--- config.mk ---
export PLATFORM = sky130hd
export DESIGN_NAME = eth_fcs_check
export DESIGN_NICKNAME = d
export VERILOG_FILES = /design/src/rtl/eth_pkg.sv /design/src/rtl/crc32_dibit.sv /design/src/rtl/eth_fcs_check.sv
export SDC_FILE = /design/constraint.sdc
export NUM_CORES = 1
export LEC_CHECK = 0
export CELL_PAD_IN_SITES_DETAIL_PLACEMENT = 1
export CELL_PAD_IN_SITES_GLOBAL_PLACEMENT = 1
export CORE_MARGIN = 4
export CORE_UTILIZATION = 45
export DETAILED_ROUTE_END_ITERATION = 10
export GPL_TIMING_DRIVEN = 0
export PLACE_DENSITY_LB_ADDON = 0.3
export REMOVE_ABC_BUFFERS = 1
export SLEW_MARGIN = 20
export SYNTH_ARGS = -nofsm -noshare
export SYNTH_HDL_FRONTEND = slang
export SYNTH_HIERARCHICAL = 1
export SYNTH_SLANG_ARGS = --single-unit
--- constraint.sdc ---
create_clock -name clk -period 5.3 [get_ports clk]
set_input_delay 1.06 -clock clk [delete_from_list [all_inputs] [get_ports clk]]
set_output_delay 1.06 -clock clk [all_outputs]
set_load 0.01 [all_outputs]
--- src/rtl/eth_pkg.sv ---
// Shared Ethernet FCS constants and receive-checker state encoding.
package eth_pkg;

    localparam logic [31:0] CRC32_POLY_REFL = 32'hEDB88320;
    localparam logic [31:0] CRC32_INIT      = 32'hFFFFFFFF;
    localparam logic [31:0] CRC32_RESIDUE   = 32'hDEBB20E3;
    localparam int          FCS_DIBITS      = 16;

    typedef enum logic [1:0] {
        WAIT,
        IDLE,
        FRAME
    } fcs_state_e;

endpackage

--- src/rtl/crc32_dibit.sv ---
// Combinational reflected CRC-32 update for one RMII dibit (bit 0 first on the wire).
module crc32_dibit
    import eth_pkg::*;
(
    input  logic [31:0] crc_in,
    input  logic [1:0]  dibit,
    output logic [31:0] crc_out
);

    logic [31:0] crc_mid;

    always_comb begin
        crc_mid = (crc_in >> 1) ^ ((crc_in[0] ^ dibit[0]) ? CRC32_POLY_REFL : 32'h0);
        crc_out = (crc_mid >> 1) ^ ((crc_mid[0] ^ dibit[1]) ? CRC32_POLY_REFL : 32'h0);
    end

endmodule

--- src/rtl/eth_fcs_check.sv ---
// Ethernet FCS checker on the post-SFD RMII dibit stream: strips the FCS, flags CRC/runt/oversize.
// Define FCS_ERRCNT_EN to add the saturating err_count output.
module eth_fcs_check
    import eth_pkg::*;
#(
    parameter int MIN_FRAME_DIBITS = 256,
    parameter int MAX_FRAME_DIBITS = 6072,
    parameter int ERRCNT_W         = 16
) (
    input  logic                clk,
    input  logic                rst,
    input  logic                axiiv,
    input  logic [1:0]          axiid,
    output logic                axiov,
    output logic [1:0]          axiod,
    output logic                done,
`ifdef FCS_ERRCNT_EN
    output logic [ERRCNT_W-1:0] err_count,
`endif
    output logic                kill
);

    localparam int LEN_W = 13;
    localparam logic [LEN_W-1:0] LEN_SAT   = LEN_W'(MAX_FRAME_DIBITS + 1);
    localparam logic [LEN_W-1:0] LEN_MIN   = LEN_W'(MIN_FRAME_DIBITS);
    localparam logic [LEN_W-1:0] LEN_MAX   = LEN_W'(MAX_FRAME_DIBITS);
    localparam logic [LEN_W-1:0] FWD_START = LEN_W'(FCS_DIBITS);

    // Length counter stops one past the legal maximum so oversize stays detectable.
    function automatic logic [LEN_W-1:0] len_inc(input logic [LEN_W-1:0] v);
        return (v == LEN_SAT) ? v : v + 1'b1;
    endfunction

    fcs_state_e       state, state_nxt;
    logic             absorb, close, fwd;
    logic [31:0]      crc, crc_base, crc_nxt;
    logic [LEN_W-1:0] len;
    logic [1:0]       dly [FCS_DIBITS];

    always_comb begin
        state_nxt = state;
        absorb    = 1'b0;
        close     = 1'b0;
        unique case (state)
            WAIT:    if (!axiiv) state_nxt = IDLE;
            IDLE:    if (axiiv) begin
                         absorb    = 1'b1;
                         state_nxt = FRAME;
                     end
            FRAME:   if (axiiv) absorb = 1'b1;
                     else begin
                         close     = 1'b1;
                         state_nxt = IDLE;
                     end
            default: state_nxt = WAIT;
        endcase
    end

    // A first dibit always starts from the seed, even if crc has not been reloaded yet.
    assign crc_base = (state == FRAME) ? crc : CRC32_INIT;
    assign fwd      = (state == FRAME) && (len >= FWD_START);

    crc32_dibit u_crc (
        .crc_in  (crc_base),
        .dibit   (axiid),
        .crc_out (crc_nxt)
    );

    always_ff @(posedge clk) begin
        if (rst) begin
            state <= WAIT;
            crc   <= CRC32_INIT;
            len   <= '0;
            axiov <= 1'b0;
            axiod <= 2'b00;
            done  <= 1'b0;
            kill  <= 1'b0;
            for (int i = 0; i < FCS_DIBITS; i++) dly[i] <= 2'b00;
        end else begin
            state <= state_nxt;
            axiov <= absorb && fwd;
            axiod <= (absorb && fwd) ? dly[FCS_DIBITS-1] : 2'b00;
            done  <= close;
            kill  <= close && ((crc != CRC32_RESIDUE) || (len < LEN_MIN) || (len > LEN_MAX));
            if (absorb) begin
                crc    <= crc_nxt;
                len    <= (state == FRAME) ? len_inc(len) : LEN_W'(1);
                dly[0] <= axiid;
                for (int i = 1; i < FCS_DIBITS; i++) dly[i] <= dly[i-1];
            end else if (close) begin
                crc <= CRC32_INIT;
                len <= '0;
            end
        end
    end

`ifdef FCS_ERRCNT_EN
    always_ff @(posedge clk) begin
        if (rst) begin
            err_count <= '0;
        end else if (done && kill && (err_count != {ERRCNT_W{1'b1}})) begin
            err_count <= err_count + 1'b1;
        end
    end
`endif

endmodule

* Word level (Yosys, flattened, before mapping)
Memories as Yosys holds them, arrays and structs flattened. A register that Yosys moved wholly into a read port is not among the register bits.
Cells that the tools add are included.
W data, S select, Z words.
** Word-level totals
- Memories kept :: 1
- RAM bits :: 32
- Register bits :: 50
- Output and inout bits :: 5
** Cells by class
- Bitwise operators :: 21
- Reduce and logical (&&, ||, !) cells :: 12
- Eq/ne operators :: 7
- Order comparisons :: 3
- Multiplexer cells :: 37
- Add/sub/neg operators :: 1
** Memories
- dly :: depth 16, bits a word 2, rd ports 16, clocked after Yosys merged registers in 1, wr ports 16, line eth_fcs_check.sv:38 : logic [1:0] dly [FCS_DIBITS];
** Operators by type and width (number)
- $mux W32 :: 5
- $xor A31 B32 Y32 :: 2
- $mux W13 :: 4
- $mux W2 :: 18
- $ne A32 B32 Y1 const B :: 1
- $or A1 B1 Y1 :: 16
- $add A13 B1 Y13 const B :: 1
- $eq A13 B13 Y1 const B :: 1
- $ge A13 B5 Y1 const B :: 1
- $gt A13 B13 Y1 const B :: 1
- $lt A13 B9 Y1 const B :: 1
- $mux W1 :: 9
- $reduce_or A2 Y1 :: 3
- $ne A2 B2 Y1 const B :: 2
- $pmux W2 S2 :: 1
- $reduce_and A2 Y1 :: 2
- $logic_and A1 B1 Y1 :: 3
- $ne A3 B3 Y1 const B :: 1
- $eq A2 B1 Y1 const B :: 1
- $eq A2 B2 Y1 const B :: 1
- $logic_not A2 Y1 :: 1
- $logic_or A1 B1 Y1 :: 2
- $reduce_bool A2 Y1 :: 1
- $xor A1 B1 Y1 :: 2
- $not A1 Y1 :: 1

* Logic depth before layout (Yosys ltp)
- Depth in word-level cells :: 9
- Depth in mapped cells :: 9
- Mapped depth without buffers :: 7

* Hierarchy
The synthesis kept the hierarchy.
** By module, submodules not included
- eth_fcs_check :: sequential area each 2001.9 um2, area an instance 3609.7 um2, instances 1, cells each 319
- crc32_dibit :: sequential area each 0.0 um2, area an instance 414.1 um2, instances 1, cells each 36

* Worst setup path after synthesis
No wires, ideal clock.
- Path type :: input to register
- Start point :: in axiiv
- End point :: mem dly[0][0], enable pin
- Setup slack :: 2.793 ns
- Stages :: 4
- Arrival :: 2.133 ns
- Library setup time :: 0.375 ns
- Path buffers :: 2
- Required time :: 4.925 ns
- Path through :: and2_1 buf_2 clkbuf_1 or2_2
** RTL lines
- from (decl) :: line eth_fcs_check.sv:12 : input logic axiiv,
- to (decl) :: line eth_fcs_check.sv:38

==> impl_results.md <==
- Commonest cells post-synth: 52 x dfxtp_1, 33 x nand2b_1, 32 x edfxtp_1
- RSZ-0062 raised after global routing: false
- Ys async rst share: 0
- CTS Buf Count: 9
- Tot Pwr: 1.38 mW
- Worst Path Required: 5.28 ns
- CP Max Fanout: 37
- Clock Tree Root: clkbuf_8
- Slowest-stage cell, CP: clkdlybuf4s50_1
- Largest net degree at the start of global routing: 39
- Clock Skews: 0.00876 ns
- Hold Path Sink: axiod[1]$_SDFF_PP0_
- Starting Density: 0.461
- Postcts setup bufs: 0
- Multi-input gate area: 1820 sq um
- Initial antenna violation count: 0
- PwrDens: 320 nW/um^2
- Post-synth EDFFs: 32
- Final period utilization: 0.627
- Top post-synthesis cells by area: dfxtp_1 26%, edfxtp_1 24%, a221o_1 7.7%
- Vias in the first global route: 2654
- Core area: 8720 sq um
- Total area of sequential cells: 2000 sq um
- HP Class: flop to flop
- Vias post-DR: 2618
- Pleak: 1.48 nW
- Worst setup margin: 1.98 ns
- FF-to-FF Start: state[0]$_SDFFE_PP0P_
- Worst hold start: dly[15][1]$_SDFFCE_PP0P_
- Worst setup path class: input port to flop
- Max Slew Vio Count: 0
- Drt first pass iters: 4
- Die Footprint: 10500 sq um
- Final core occ: 0.495
- Startpoint Class: input port
- Antenna cell count: 0
- Post-route ant nets: 0
- Critical path cell sequence: clkdlybuf4s50_1, and2_2, or2_2
- I/O Pins: 10
- Layout net count: 357
- CP arrival: 3.31 ns
- Detailed Route WL: 7.93 mm
- Delay-heaviest family, CP: simple AND/OR/NAND/NOR gates
- Fmax: 301 MHz
- GRT Resource Usage Total: 0.161
- Synth unique cells: 48
- Status: completed
- Placed insts: 441
- Highest cell delay on the worst timing path: 0.76 ns
- DR WL/cell: 17.4 microns
- Layout Cells excl Fill: 457
- DP Wirelength: 5.01 mm
- Max IR drop VDD: 0.000164 V
- Hold Path Stages: 1
- Worst Tran Pin Value: 0.758 ns
- Clock-pin slew on the worst setup and hold paths: 0.08 ns
- Post-Syn Instances: 355
- Max_cap viols: 0
- Switching Fraction: 0.253
- Synthesized area per cell: 11.3 sq um
- GP Congestion: 0.736
- Mapped cell area: 4020 sq um
- Worst-Skew Late Latency: 0.35 ns
- Chip width: 103 microns
- TritonCTS clock tree: built
- Layout cells sized above 1: 0.0888
- Busiest grt layer: met2
- Endpoints failing setup: 0
- Met1 Track Usage GR: 0.214
- Reg2reg end: dly[0][1]$_SDFFCE_PN0P_
- Endpoints failing hold: 0
- Port bufs: 9
- GRT met3 Usage: 0.0386
- Synthesized flop and latch total: 84
- Clock tree buffer depth: 2
- Worst path buffer plus inverter count: 1
- Worst Reg-to-Reg Cells: 4
- Pre-CTS setup slack: 1.59 ns
- Cell taking the most area after synthesis: dfxtp_1
- Crit path time final: 3.32 ns
- First-pass GRT wire length: 13.4 mm
- Met2 Use GR: 0.263
- Post-synth top area share: 0.259
- Post-CTS Resized: 0
- Filler instances: 933
- Drt drc: 0
- Setup TNS: 0 ns
- 1st-iter DRT viols: 146
- R2r setup slk: 2.53 ns
- Overall die height: 103 microns
- Combinational power share: 0.131
- Max transition margin: 0.495
- Flop pwr share: 0.553
- Vias/cell: 5.73
- Top-count cell post-synth: dfxtp_1
- Grt total ovfl: 0
- Psw: 0.350 mW
- # H-tree levels: 3
- Clock power frac: 0.316
- Seq/Total Area, Yosys: 0.498
- Area Overhead vs Synth: 7.34%
- CTS sink cnt: 84
- Ys flop type: dfxtp_1
- Cts-stage hold buffer count: 0
- Rows: 34
- Syn. warnings: 6
- Cell Int Power: 1.03 mW
- Crit. End Element: flop
## metrics by stage
stage                     hold slack (ns)  cell area (sq um)
final                               0.450               4320
after global routing                0.467               4320
after detailed placement            0.440               4120
after CTS                           0.460               4310
after floorplan                     0.420               3830
after global placement              0.435               4050
## how the worst max path moves through the flow
| stage | start | to | slack (ns) | depth (start not counted) |
|---|---|---|---|---|
| 2_1_floorplan | state[0]$_SDFFE_PP0P_ | crc[19]$_SDFFE_PP1P_ | 2.00 | 6 |
| 3_3_place_gp | state[0]$_SDFFE_PP0P_ | crc[20]$_SDFFE_PP1P_ | 1.05 | 6 |
| 3_5_place_dp | axiiv | dly[0][1]$_SDFFCE_PN0P_ | 1.59 | 3 |
| 4_1_cts | axiiv | dly[0][1]$_SDFFCE_PN0P_ | 1.97 | 3 |
| 5_1_grt | axiiv | dly[1][1]$_SDFFCE_PN0P_ | 1.81 | 3 |
| 6_report | axiiv | dly[0][1]$_SDFFCE_PN0P_ | 1.98 | 3 |
## registers in the layout, indices dropped and copies added (netlist names)
signal	flops
done	1
kill	1
len	13
axiod	2
state	2
crc	32
axiov	1
dly	32
## layer usage
layer / up-vias / part of all wire
met4: 0 / 0.012
met2: 35 / 0.50
met1: 1323 / 0.45
met5: - / 0
met3: 9 / 0.033
li1: 1251 / -
## power groups by stage
stage | clock network (mW) | logic [mW] | registers [mW]
2_1_floorplan | 0 | 0.130 | 0.766
3_3_place_gp | 0 | 0.165 | 0.777
3_5_place_dp | 0 | 0.182 | 0.779
4_1_cts | 0.455 | 0.183 | 0.766
5_1_grt | 0.486 | 0.199 | 0.774
6_report | 0.437 | 0.181 | 0.766
## kinds of logic after synthesis
kind of cell             count (synthesis)  synth area share
multiplexers                             5            0.0162
adder cells (fa/ha/maj)                  8            0.0249
buffers and inverters                   42            0.0557
XOR/XNOR                                28            0.0889
flip-flops                              84             0.498
AO/OA/AOI/OAI                           52             0.109
AND/OR/NAND/NOR                        136             0.207
## worst reg2reg max path, stage by stage (launching register included)
cell and delay [ns]:
dfxtp_1 0.43, inv_1 0.10, ha_1 0.43, and2_2 0.69, or2_2 0.74
## layout make-up
cell class,instances,area share
tap,108,0.0313
sequential,84,0.463
clock inverter,5,0.0122
timing repair buffer,13,0.0351
multi-input combinational,229,0.421
clock buffer,11,0.0304
inverter,7,0.00608
## layout by cell type, fill, tap and decap left out, drive strengths merged, types with 4 or more instances in the layout
cell type and instances:
a21oi 8, a221o 31, and2 23, buf 4, clkbuf 11, clkdlybuf4s50 9, dfxtp 52, edfxtp 32
ha 8, inv 7, nand2 7, nand2b 33, nand3 5, nand4 5, nor2 17, nor2b 14
nor4 8, o21ai 5, or3 5, xnor2 20, xor3 6
No activity file was read; power rests on OpenSTA's default activity.
